**src/rtl/vga_timing_ctrl.sv**
```systemverilog
// VGA horizontal/vertical timing generator advanced by a pixel-enable tick.
// Optional 8-bit frame counter when VGA_FRAME_COUNT_EN is defined.
module vga_timing_ctrl #(
  parameter int unsigned H_VISIBLE = 640,
  parameter int unsigned H_FP      = 16,
  parameter int unsigned H_SYNC    = 96,
  parameter int unsigned H_BP      = 48,
  parameter int unsigned V_VISIBLE = 480,
  parameter int unsigned V_FP      = 10,
  parameter int unsigned V_SYNC    = 2,
  parameter int unsigned V_BP      = 33,
  parameter int unsigned SYNC_POL  = 0
) (
  input  logic       mclk,
  input  logic       clr,
  input  logic       pix_en,
  output logic       hsync,
  output logic       vsync,
  output logic       video_on,
  output logic [9:0] px,
  output logic [9:0] py,
  output logic       line_start,
  output logic       frame_start
`ifdef VGA_FRAME_COUNT_EN
  ,
  output logic [7:0] frame_cnt
`endif
);

  localparam int unsigned H_TOTAL = H_VISIBLE + H_FP + H_SYNC + H_BP;
  localparam int unsigned V_TOTAL = V_VISIBLE + V_FP + V_SYNC + V_BP;

  localparam logic [9:0] HLast     = 10'(H_TOTAL - 1);
  localparam logic [9:0] VLast     = 10'(V_TOTAL - 1);
  localparam logic [9:0] HVis      = 10'(H_VISIBLE);
  localparam logic [9:0] VVis      = 10'(V_VISIBLE);
  localparam logic [9:0] HSyncBeg  = 10'(H_VISIBLE + H_FP);
  localparam logic [9:0] HSyncEnd  = 10'(H_VISIBLE + H_FP + H_SYNC);
  localparam logic [9:0] VSyncBeg  = 10'(V_VISIBLE + V_FP);
  localparam logic [9:0] VSyncEnd  = 10'(V_VISIBLE + V_FP + V_SYNC);
  localparam logic       SyncOn    = (SYNC_POL != 0);

  logic [9:0] px_q, px_d, py_q, py_d;
  logic       h_wrap, v_wrap, line_wrap, frame_wrap;
  logic       hsync_q, vsync_q, video_on_q, line_start_q, frame_start_q;

  always_comb begin
    h_wrap     = (px_q == HLast);
    v_wrap     = (py_q == VLast);
    line_wrap  = pix_en & h_wrap;
    frame_wrap = line_wrap & v_wrap;
    px_d       = px_q;
    py_d       = py_q;
    if (pix_en) begin
      px_d = h_wrap ? 10'd0 : px_q + 10'd1;
      if (h_wrap) begin
        py_d = v_wrap ? 10'd0 : py_q + 10'd1;
      end
    end
  end

  // Level outputs decode the next-state counters so they line up with px/py.
  always_ff @(posedge mclk) begin
    if (clr) begin
      px_q          <= HLast;
      py_q          <= VLast;
      hsync_q       <= ~SyncOn;
      vsync_q       <= ~SyncOn;
      video_on_q    <= 1'b0;
      line_start_q  <= 1'b0;
      frame_start_q <= 1'b0;
    end else begin
      px_q          <= px_d;
      py_q          <= py_d;
      hsync_q       <= (px_d >= HSyncBeg && px_d < HSyncEnd) ? SyncOn : ~SyncOn;
      vsync_q       <= (py_d >= VSyncBeg && py_d < VSyncEnd) ? SyncOn : ~SyncOn;
      video_on_q    <= (px_d < HVis) && (py_d < VVis);
      line_start_q  <= line_wrap;
      frame_start_q <= frame_wrap;
    end
  end

`ifdef VGA_FRAME_COUNT_EN
  logic [7:0] frame_cnt_q;

  always_ff @(posedge mclk) begin
    if (clr) begin
      frame_cnt_q <= 8'd0;
    end else if (frame_wrap) begin
      frame_cnt_q <= frame_cnt_q + 8'd1;
    end
  end

  assign frame_cnt = frame_cnt_q;
`endif

  assign px          = px_q;
  assign py          = py_q;
  assign hsync       = hsync_q;
  assign vsync       = vsync_q;
  assign video_on    = video_on_q;
  assign line_start  = line_start_q;
  assign frame_start = frame_start_q;

endmodule

```
**config.mk**
```make
export PLATFORM = sky130hd
export DESIGN_NAME = vga_timing_ctrl
export DESIGN_NICKNAME = d
export VERILOG_FILES = /design/src/rtl/vga_timing_ctrl.sv
export SDC_FILE = /design/constraint.sdc
export NUM_CORES = 1
export LEC_CHECK = 0
export ABC_AREA = 0
export BUFFER_PORTS_ARGS = -buffer_cell sky130_fd_sc_hd__buf_2
export CAP_MARGIN = 20
export CORE_MARGIN = 4
export CORE_UTILIZATION = 30
export DETAILED_ROUTE_END_ITERATION = 6
export PLACE_DENSITY = 0.62
export SYNTH_ARGS = -nofsm -noshare
export SYNTH_HDL_FRONTEND = slang
export SYNTH_SLANG_ARGS = --single-unit
```
**constraint.sdc**
```tcl
create_clock -name mclk -period 2.44 [get_ports mclk]
set_input_delay 0.122 -clock mclk [delete_from_list [all_inputs] [get_ports mclk]]
set_output_delay 0.122 -clock mclk [all_outputs]
set_load 0.05 [all_outputs]
```
==> out/results.tsv, run 1 <==
metric	value	unit
top_reg_cell synth	dfxtp_1	
max-cap violations	0	
CP startpoint	px[7]$_SDFF_PP0_	
Lkg Pwr	0.649	nW
f_max	0.414	GHz
DRT Pass-1 Iters	4	
Setup-failing EPs final	0	
post-synthesis cell count	146	
1st-iter DRT viols	56	
R2R setup slack	0.02	ns
Cell Rows	23	
final instance area	1620	µm²
CTS sink cnt	25	
Distinct cells, synth	42	
CP Max Fanout	5	
vias in the first global route	1137	
total core area	4060	µm²
layout cells sized above 1	30.4	%
Die Ht	73.1	µm
CP required	2.57	ns
post-layout util	39.8	%
Max VDD drop	345	µV
P per Cell Area	768	nW/µm²
post-detailed-route DRC marker count	0	
Worst Skew	0.00363	ns
final setup margin	0.0221	ns
Final Non-Filler Cells	234	
Synthesized Nets	152	
reg2reg start	px[7]$_SDFF_PP0_	
antenna violations before repair	0	
Root Driver	clkbuf_8	
Nets	191	
Yosys top cell area share	39.4	%
Clock transition at path regs	0.09	ns
synthesized area	1270	µm²
Post-synth ARST share	0	%
Pins Over Slew Limit	0	
Initial Utilization	31.3	%
status	completed	
unrepaired setup endpoints after global routing	false	
Final Cycle Share	99.1	%
drt total wl	3.13	mm
Congestion Overflow GR	0	
Setup Slack @ Placement	0.0425	ns
Routability Congestion	0.793	
final antenna diode count	0	
Synth warnings	0	
syn avg cell area	8.71	µm²
type of the most critical hold path	primary input to flip-flop	
Rel. slew slack	76.3	%
Via density	5.13	
P&R area growth vs syn	27.1	%
full die area	5340	µm²
Die Width	73.1	µm
CTS Buf Count	3	
Post-DRT Antenna Nets	0	
leading area contributor after synthesis	dfxtp_1	
critical path class	flip-flop to flip-flop	
#FFs+latches synth	25	
startpoint types	flip-flop	
CTS tree	done	
Hold WS	0.209	ns
Power Total	1.24	mW
first-pass GRT wire length	5.40	mm
Worst Min Path Start	clr	
Final Hold Fails	0	
DP Area	1550	µm²
routed len/inst	13.4	µm
Tmin final	2.42	ns
CP Capture Type	flip-flop	
detailed-route via count	1201	
total setup buffers inserted after CTS	0	
largest net degree at the start of global routing	16	
main area contributors after synthesis	dfxtp_1 (39%), xnor2_1 (5.5%), nand2_1 (3.5%)	
sequential-to-total area share from yosys stat	39.4	%
CTS Buffer Depth	2	
clock latency on the worst-skew pair	0.26	ns
IO Pins	28	
WP data arrival	2.55	ns
Overall Global Routing Usage	12.6	%
CTS H-Tree Depth	1	
Post-synth EDFFs	0	
number of cells after detailed placement	230	
HPWL Detailed	2.40	mm
I/O Buffers	27	
hold buffer count at cts	0	
total negative slack	0	ns
Slew @ Worst Pin	0.356	ns
[synth_stat cells (2+ instances only)]
cell type  instances
o21a_1             2
a211oi_1           2
a2bb2oi_1          2
mux2i_1            2
nor4_1             6
nor3_1             4
nand3_1            4
o21ai_0            7
a21oi_1            6
clkbuf_1           2
xnor2_1            8
or4_4              2
and2_1             3
and4_1             3
inv_1              9
or2_2              2
nand4_1            7
ha_1               3
dfxtp_1           25
nand2_1           12
and3_1             4
nor2_1            10
nand2b_1           2
[state kept, by name (all words and copies together) (netlist names)]
signal / flops
frame_start: 1
hsync: 1
line_start: 1
video_on: 1
py: 10
vsync: 1
px: 10
[worst max-delay path, stage by stage, from the launching register on]
cell and delay, ns:
dfxtp_4 0.37, or4b_4 0.52, or4_4 0.50, or4_4 0.53
a211oi_2 0.24, nand4_1 0.12
[path summary, 6_finish.rpt]
check	to	cells past startpoint
worst min register to register	px[1]$_SDFF_PP1_	1
worst max-delay path	vsync$_SDFF_PP1_	5
worst max register to register	vsync$_SDFF_PP1_	5
worst min-delay path	py[7]$_SDFF_PP0_	2
[routing by layer]
layer / up-vias / track usage, % / part of all wire [%]
met1: 560 / 17.5 / 48
met3: 0 / 4.13 / 5.8
met4: 0 / 0.615 / 0
met5: - / 0 / 0
met2: 26 / 20.1 / 46
li1: 615 / - / -
[layout by cell type, fill, tap and decap left out, types with 2 or more instances in the layout]
master     synthesis  final
a21oi_1            6      6
buf_2              0     27
or4_4              2      2
buf_4              0      9
a2bb2oi_1          2      2
dfxtp_1           25     19
nor4_2             1      2
ha_1               3      3
nand2b_1           2      2
nand2_1           12     12
or2_2              2      2
clkbuf_8           0      3
dfxtp_4            0      3
o21a_1             2      2
and4_1             3      3
o21ai_0            7      7
nand4_1            7      7
xnor2_1            8      8
inv_1              9      9
and3_1             4      4
nor3_1             4      4
dfxtp_2            0      3
a211oi_1           2      2
nor4_1             6      5
mux2i_1            2      2
nor2_1            10     10
nand3_1            4      4
and2_1             3      3
[cells by family (layout without fill, tap and decap cells)]
kind of cell	Yosys count	count (layout)	share of synthesized area (%)
AOI/OAI and AO/OA	29	29	15.7
xor gates and xnor gates	9	9	6.20
adders and majority gates	3	3	2.95
buffers and inverters	11	49	3.25
DFF	25	25	39.4
muxes	2	2	1.57
and+or+nand+nor	67	67	31.0
[area by class of cell]
class | count | area (µm²)
fill | 412 | 2440
multi-input combinational | 110 | 756
sequential | 25 | 515
timing repair buffer | 36 | 203
tap | 50 | 62.6
clock buffer | 4 | 45.0
inverter | 9 | 33.8
[timing repair]
| action | 4_1_cts | 5_1_grt |
|---|---|---|
| setup endpoints to repair | 0 | 1 |
| resized for setup | 0 | 3 |
| hold endpoints to repair | 0 | 0 |
[where the power goes]
group          switching (mW)  total, mW  internal [mW]
clock                   0.130      0.247          0.117
sequential             0.0414      0.491          0.450
combinational           0.329      0.503          0.174
total                   0.501       1.24          0.740
(Power assumes the default switching activity.)
==> inputs of run 2 (changes only) <==
--- a/config.mk
+++ b/config.mk
@@ -6,7 +6,7 @@
 export NUM_CORES = 1
 export LEC_CHECK = 0
 export ABC_AREA = 0
-export BUFFER_PORTS_ARGS = -buffer_cell sky130_fd_sc_hd__buf_2
+export BUFFER_PORTS_ARGS = -buffer_cell sky130_fd_sc_hd__buf_4
 export CAP_MARGIN = 20
 export CORE_MARGIN = 4
 export CORE_UTILIZATION = 30
==> run 2 against run 1 <==
Effect of this change:
- critical path depth unchanged
- total power rose by 2.4%
- via count rose by 2.2%
- maximum frequency increased by 2.5%
- die area unchanged
- worst hold slack worse by 0.075 ns
- clock-buffer cell count stayed put
- core utilization rose by 1.7 points
- sequential power is essentially flat
- clock skew grew 0.00098 ns
- largest cell class unchanged
- highest routed layer is now met4
==> out/results.tsv, run 2 (synthesized netlist as in run 1, its figures left out) <==
metric	value	unit	change
status	completed		
Die Ht	73.1	µm	unchanged
Setup Slack @ Placement	0.0658	ns	+0.0232 ns
hold buffer count at cts	0		unchanged
drt total wl	3.25	mm	+4.0%
Tmin final	2.36	ns	-0.0592 ns
vias in the first global route	1212		+6.6%
post-layout util	41.5	%	+1.7 points
Via density	5.23		+1.8%
startpoint types	flip-flop		
CP bufs+invs	0		unchanged
routed len/inst	13.8	µm	+3.5%
I/O Buffers	27		unchanged
Final Hold Fails	0		unchanged
full die area	5340	µm²	unchanged
layout cells sized above 1	30.3	%	-0.16 points
CP max stage cell	or4b_4		
CP required	2.58	ns	about the same
CTS tree	done		
f_max	0.424	GHz	+2.5%
R2R setup slack	0.08	ns	+0.06 ns
final instance area	1680	µm²	+4.2%
Clock transition at path regs	0.09	ns	about the same
Cell Rows	23		unchanged
Hold WS	0.134	ns	-0.0750 ns
1st-iter DRT viols	43		-23%
CP top delay family	simple AND/OR/NAND/NOR gates		
CTS Buf Count	3		unchanged
detailed-route via count	1228		+2.2%
Final Cycle Share	96.7	%	-2.4 points
Die Width	73.1	µm	unchanged
total setup buffers inserted after CTS	0		unchanged
Congestion Overflow GR	0		unchanged
max-cap violations	0		unchanged
critical path class	flip-flop to flip-flop		
DRT Pass-1 Iters	4		unchanged
slowest stage delay, CP	0.54	ns	about the same
commonest non-fill, non-tap cells in the layout	buf_4 (37), dfxtp_1 (19), nand2_1 (12)		
Post-DRT Antenna Nets	0		unchanged
CTS H-Tree Depth	1		unchanged
P&R area growth vs syn	32.4	%	
Overall Global Routing Usage	13.1	%	+0.45 points
Lkg Pwr	0.673	nW	+3.7%
Slew @ Worst Pin	0.409	ns	+0.0532 ns
HPWL Detailed	2.48	mm	+3.5%
total negative slack	0	ns	unchanged
P per Cell Area	755	nW/µm²	-1.7%
Root Driver	clkbuf_8		
clock latency on the worst-skew pair	0.27	ns	about the same
Power Total	1.27	mW	+2.4%
CP Capture Type	flip-flop		
CTS Buffer Depth	2		unchanged
unrepaired setup endpoints after global routing	false		
type of the most critical hold path	primary input to flip-flop		
WP data arrival	2.50	ns	-0.05 ns
final setup margin	0.0813	ns	+0.0592 ns
filler instances	427		+3.6%
DP Area	1630	µm²	+4.8%
total core area	4060	µm²	unchanged
IO Pins	28		unchanged
Rel. slew slack	72.7	%	-3.5 points
CTS sink cnt	25		unchanged
largest net degree at the start of global routing	16		unchanged
Pins Over Slew Limit	0		unchanged
final antenna diode count	0		unchanged
first-pass GRT wire length	5.53	mm	+2.4%
Final Non-Filler Cells	235		+0.43%
CP most frequent cell	or4_4		
antenna violations before repair	0		unchanged
crit-path cells	or4b_4 -> or4_4 -> or4_4 -> a211oi_4 -> nand4_1		
most common cell after layout, fill and taps aside	buf_4		
number of cells after detailed placement	231		+0.43%
Setup-failing EPs final	0		unchanged
post_cts resized	0		unchanged
Initial Utilization	31.3	%	unchanged
Routability Congestion	0.773		-2.4%
CP Max Fanout	2		-3
Max VDD drop	324	µV	-6.0%
Nets	192		+0.52%
Worst Skew	0.00462	ns	+0.000984 ns
post-detailed-route DRC marker count	0		unchanged
-- run 2: cell types whose count changed in the layout (fill, tap and decap cells not counted) --
| cell | before | now |
|---|---|---|
| o31ai_4 | 1 | 0 |
| buf_4 | 9 | 37 |
| o31ai_2 | 0 | 1 |
| a211oi_4 | 0 | 1 |
| nor4b_1 | 0 | 1 |
| nor4b_2 | 1 | 0 |
| buf_2 | 27 | 0 |
| a211oi_2 | 1 | 0 |
-- run 2: worst paths after layout --
path                    startpoint               end  depth (start not counted)
hold reg to reg   px[1]$_SDFF_PP1_  px[1]$_SDFF_PP1_                          1
setup / recovery  px[5]$_SDFF_PP0_  vsync$_SDFF_PP1_                          5
setup reg to reg  px[5]$_SDFF_PP0_  vsync$_SDFF_PP1_                          5
hold / removal                 clr  px[6]$_SDFF_PP0_                          2
-- run 2: layer usage --
layer  vias up  GRT usage, %  wire length [µm]
met3         4          3.99               202
li1        621             -                 -
met5         -             0                 0
met1       571          15.8              1480
met4         0          2.05                17
met2        32          23.0              1550
-- run 2: area by class of cell --
type,instances,area [µm²],area share (%)
timing repair buffer,37,278,16.5
tap,50,62.6,3.72
inverter,9,33.8,2.01
multi-input combinational,110,748,44.5
clock buffer,4,45.0,2.68
sequential,25,515,30.6
-- run 2: where the power goes --
part / internal, mW / total, mW / switching [mW]
clock: 0.117 / 0.254 / 0.137
combinational: 0.196 / 0.523 / 0.327
sequential: 0.450 / 0.494 / 0.0442
total: 0.763 / 1.27 / 0.508
-- run 2: worst reg2reg max path: stages, from the launching register on --
cell      delay (ns)
dfxtp_4         0.35
or4b_4          0.54
or4_4           0.43
or4_4           0.52
a211oi_4        0.26
nand4_1         0.12
==> inputs of run 3 (changes only) <==
--- a/config.mk
+++ b/config.mk
@@ -11,7 +11,6 @@
 export CORE_MARGIN = 4
 export CORE_UTILIZATION = 30
 export DETAILED_ROUTE_END_ITERATION = 6
-export PLACE_DENSITY = 0.62
 export SYNTH_ARGS = -nofsm -noshare
 export SYNTH_HDL_FRONTEND = slang
 export SYNTH_SLANG_ARGS = --single-unit
==> constraint.sdc (replaced) <==
create_clock -name mclk -period 2.3 [get_ports mclk]
set_input_delay 0.115 -clock mclk [delete_from_list [all_inputs] [get_ports mclk]]
set_output_delay 0.115 -clock mclk [all_outputs]
set_load 0.05 [all_outputs]
==> run 3 against run 2 <==
Effect of this change:
- via count increased by 4.8%
- clock-buffer cell count unchanged
- maximum frequency increased by 3.8%
- clock skew decreased by 0.0026 ns
- register-to-register slack got worse by 0.05 ns
- combinational power increased by 10%
- final cell count increased by 0.85%
- worst setup slack got worse by 0.054 ns
- routed wire length increased by 8.3%
- non-clock buffer count increased by 2
- first-iteration DRC count increased by 110%
- core utilization increased by 0.43 points
- critical endpoint unchanged
- highest routed layer unchanged
==> out/results.tsv, run 3 (synthesized netlist as in run 1, its figures left out) <==
metric	value	unit	change
hold buffer count at cts	0		unchanged
Congestion Overflow GR	0		unchanged
final antenna diode count	0		unchanged
critical path class	flip-flop to flip-flop		
max-cap violations	0		unchanged
Post-DRT Antenna Nets	0		unchanged
cell count of the worst reg-to-reg path	6		+1
DRT Pass-1 Iters	4		unchanged
Die Ht	73.1	µm	unchanged
unrepaired setup endpoints after global routing	true		
CP startpoint	px[7]$_SDFF_PP0_		
CP max stage cell	or4b_4		
filler instances	403		-5.6%
startpoint types	flip-flop		
slowest stage delay, CP	0.53	ns	about the same
Max VDD drop	573	µV	+77%
CP bufs+invs	1		+1
Crit path depth	6		+1
Final Non-Filler Cells	237		+0.85%
post-layout util	41.9	%	+0.43 points
CP top delay family	simple AND/OR/NAND/NOR gates		
routed len/inst	14.8	µm	+7.4%
DP Area	1640	µm²	+0.92%
commonest non-fill, non-tap cells in the layout	buf_4 (39), dfxtp_1 (19), nand2_1 (12)		
CTS Buf Count	3		unchanged
Pins Over Slew Limit	0		unchanged
footprint of the multi-input gates	751	µm²	+0.33%
Setup Slack @ Placement	-0.0500	ns	-0.116 ns
CP Max Fanout	11		+9
CTS Buffer Depth	2		unchanged
Final Cycle Share	98.8	%	+2.1 points
1st-iter DRT viols	90		+110%
register area	515	µm²	unchanged
CTS sink cnt	25		unchanged
Slew @ Worst Pin	0.353	ns	-0.0558 ns
Cell Rows	23		unchanged
most common cell after layout, fill and taps aside	buf_4		
Overall Global Routing Usage	13.4	%	+0.33 points
CP required	2.46	ns	-0.12 ns
Routability Congestion	0.867		+12%
Clock transition at path regs	0.09	ns	about the same
Final Hold Fails	0		unchanged
number of cells after detailed placement	233		+0.87%
HPWL Detailed	2.58	mm	+4.1%
Power Total	1.37	mW	+7.8%
final instance area	1700	µm²	+1.0%
P per Cell Area	806	nW/µm²	+6.7%
Nets	194		+1.0%
largest net degree at the start of global routing	16		unchanged
total negative slack	0	ns	unchanged
drt total wl	3.52	mm	+8.3%
vias in the first global route	1197		-1.2%
IO Pins	28		unchanged
total setup buffers inserted after CTS	0		unchanged
Via density	5.43		+3.9%
total core area	4060	µm²	unchanged
Lkg Pwr	0.681	nW	+1.2%
WP data arrival	2.43	ns	-0.07 ns
Root Driver	clkbuf_8		
hold path depth	2		unchanged
Worst Min Path Start	clr		
first-pass GRT wire length	5.59	mm	+1.1%
f_max	0.440	GHz	+3.8%
CP Capture Type	flip-flop		
Die Width	73.1	µm	unchanged
Rel. slew slack	76.2	%	+3.5 points
status	completed		
full die area	5340	µm²	unchanged
I/O Buffers	27		unchanged
antenna violations before repair	0		unchanged
final setup margin	0.0272	ns	-0.0541 ns
CTS H-Tree Depth	1		unchanged
Hold WS	0.135	ns	+0.00170 ns
CTS tree	done		
post-detailed-route DRC marker count	0		unchanged
Setup-failing EPs final	0		unchanged
Initial Utilization	31.3	%	unchanged
clock latency on the worst-skew pair	0.27	ns	about the same
Tmin final	2.27	ns	-0.0859 ns
detailed-route via count	1287		+4.8%
crit-path cells	or4b_4 -> or4_4 -> buf_4 -> or3_1 -> a2bb2oi_1 -> nand4_1		
P&R area growth vs syn	33.8	%	
reg2reg start	px[7]$_SDFF_PP0_		
Worst Skew	0.00205	ns	-0.00256 ns
layout cells sized above 1	32.1	%	+1.8 points
type of the most critical hold path	primary input to flip-flop		
run 3: timing repair:
action | in CTS | in global routing
resized for setup | 0 | 3
pin swaps | 2 | 2
setup endpoints to repair | 2 | 2
run 3: where the power goes:
group / internal [mW] / switching (mW)
Clock: 0.124 / 0.147
Combinational: 0.214 / 0.362
Sequential: 0.477 / 0.0465
Total: 0.815 / 0.556
run 3: final cells by class:
type / instances / share of cell area [%]
Timing Repair Buffer: 39 / 17.2
Multi-Input combinational cell: 110 / 44.2
Sequential cell: 25 / 30.3
Tap cell: 50 / 3.68
Clock buffer: 4 / 2.65
Inverter: 9 / 1.99
run 3: path summary, 6_finish.rpt:
path / end / slack (ns)
worst max-delay path: vsync$_SDFF_PP1_ / 0.03
worst min-delay path: py[4]$_SDFF_PP0_ / 0.14
worst max register to register: vsync$_SDFF_PP1_ / 0.03
worst min register to register: px[1]$_SDFF_PP1_ / 0.53
run 3: metal layers:
layer	share of wire [%]	GRT usage, %
met5	0	0
met4	0.88	3.48
met2	46	22.1
met1	46	17.1
met3	7.2	3.72
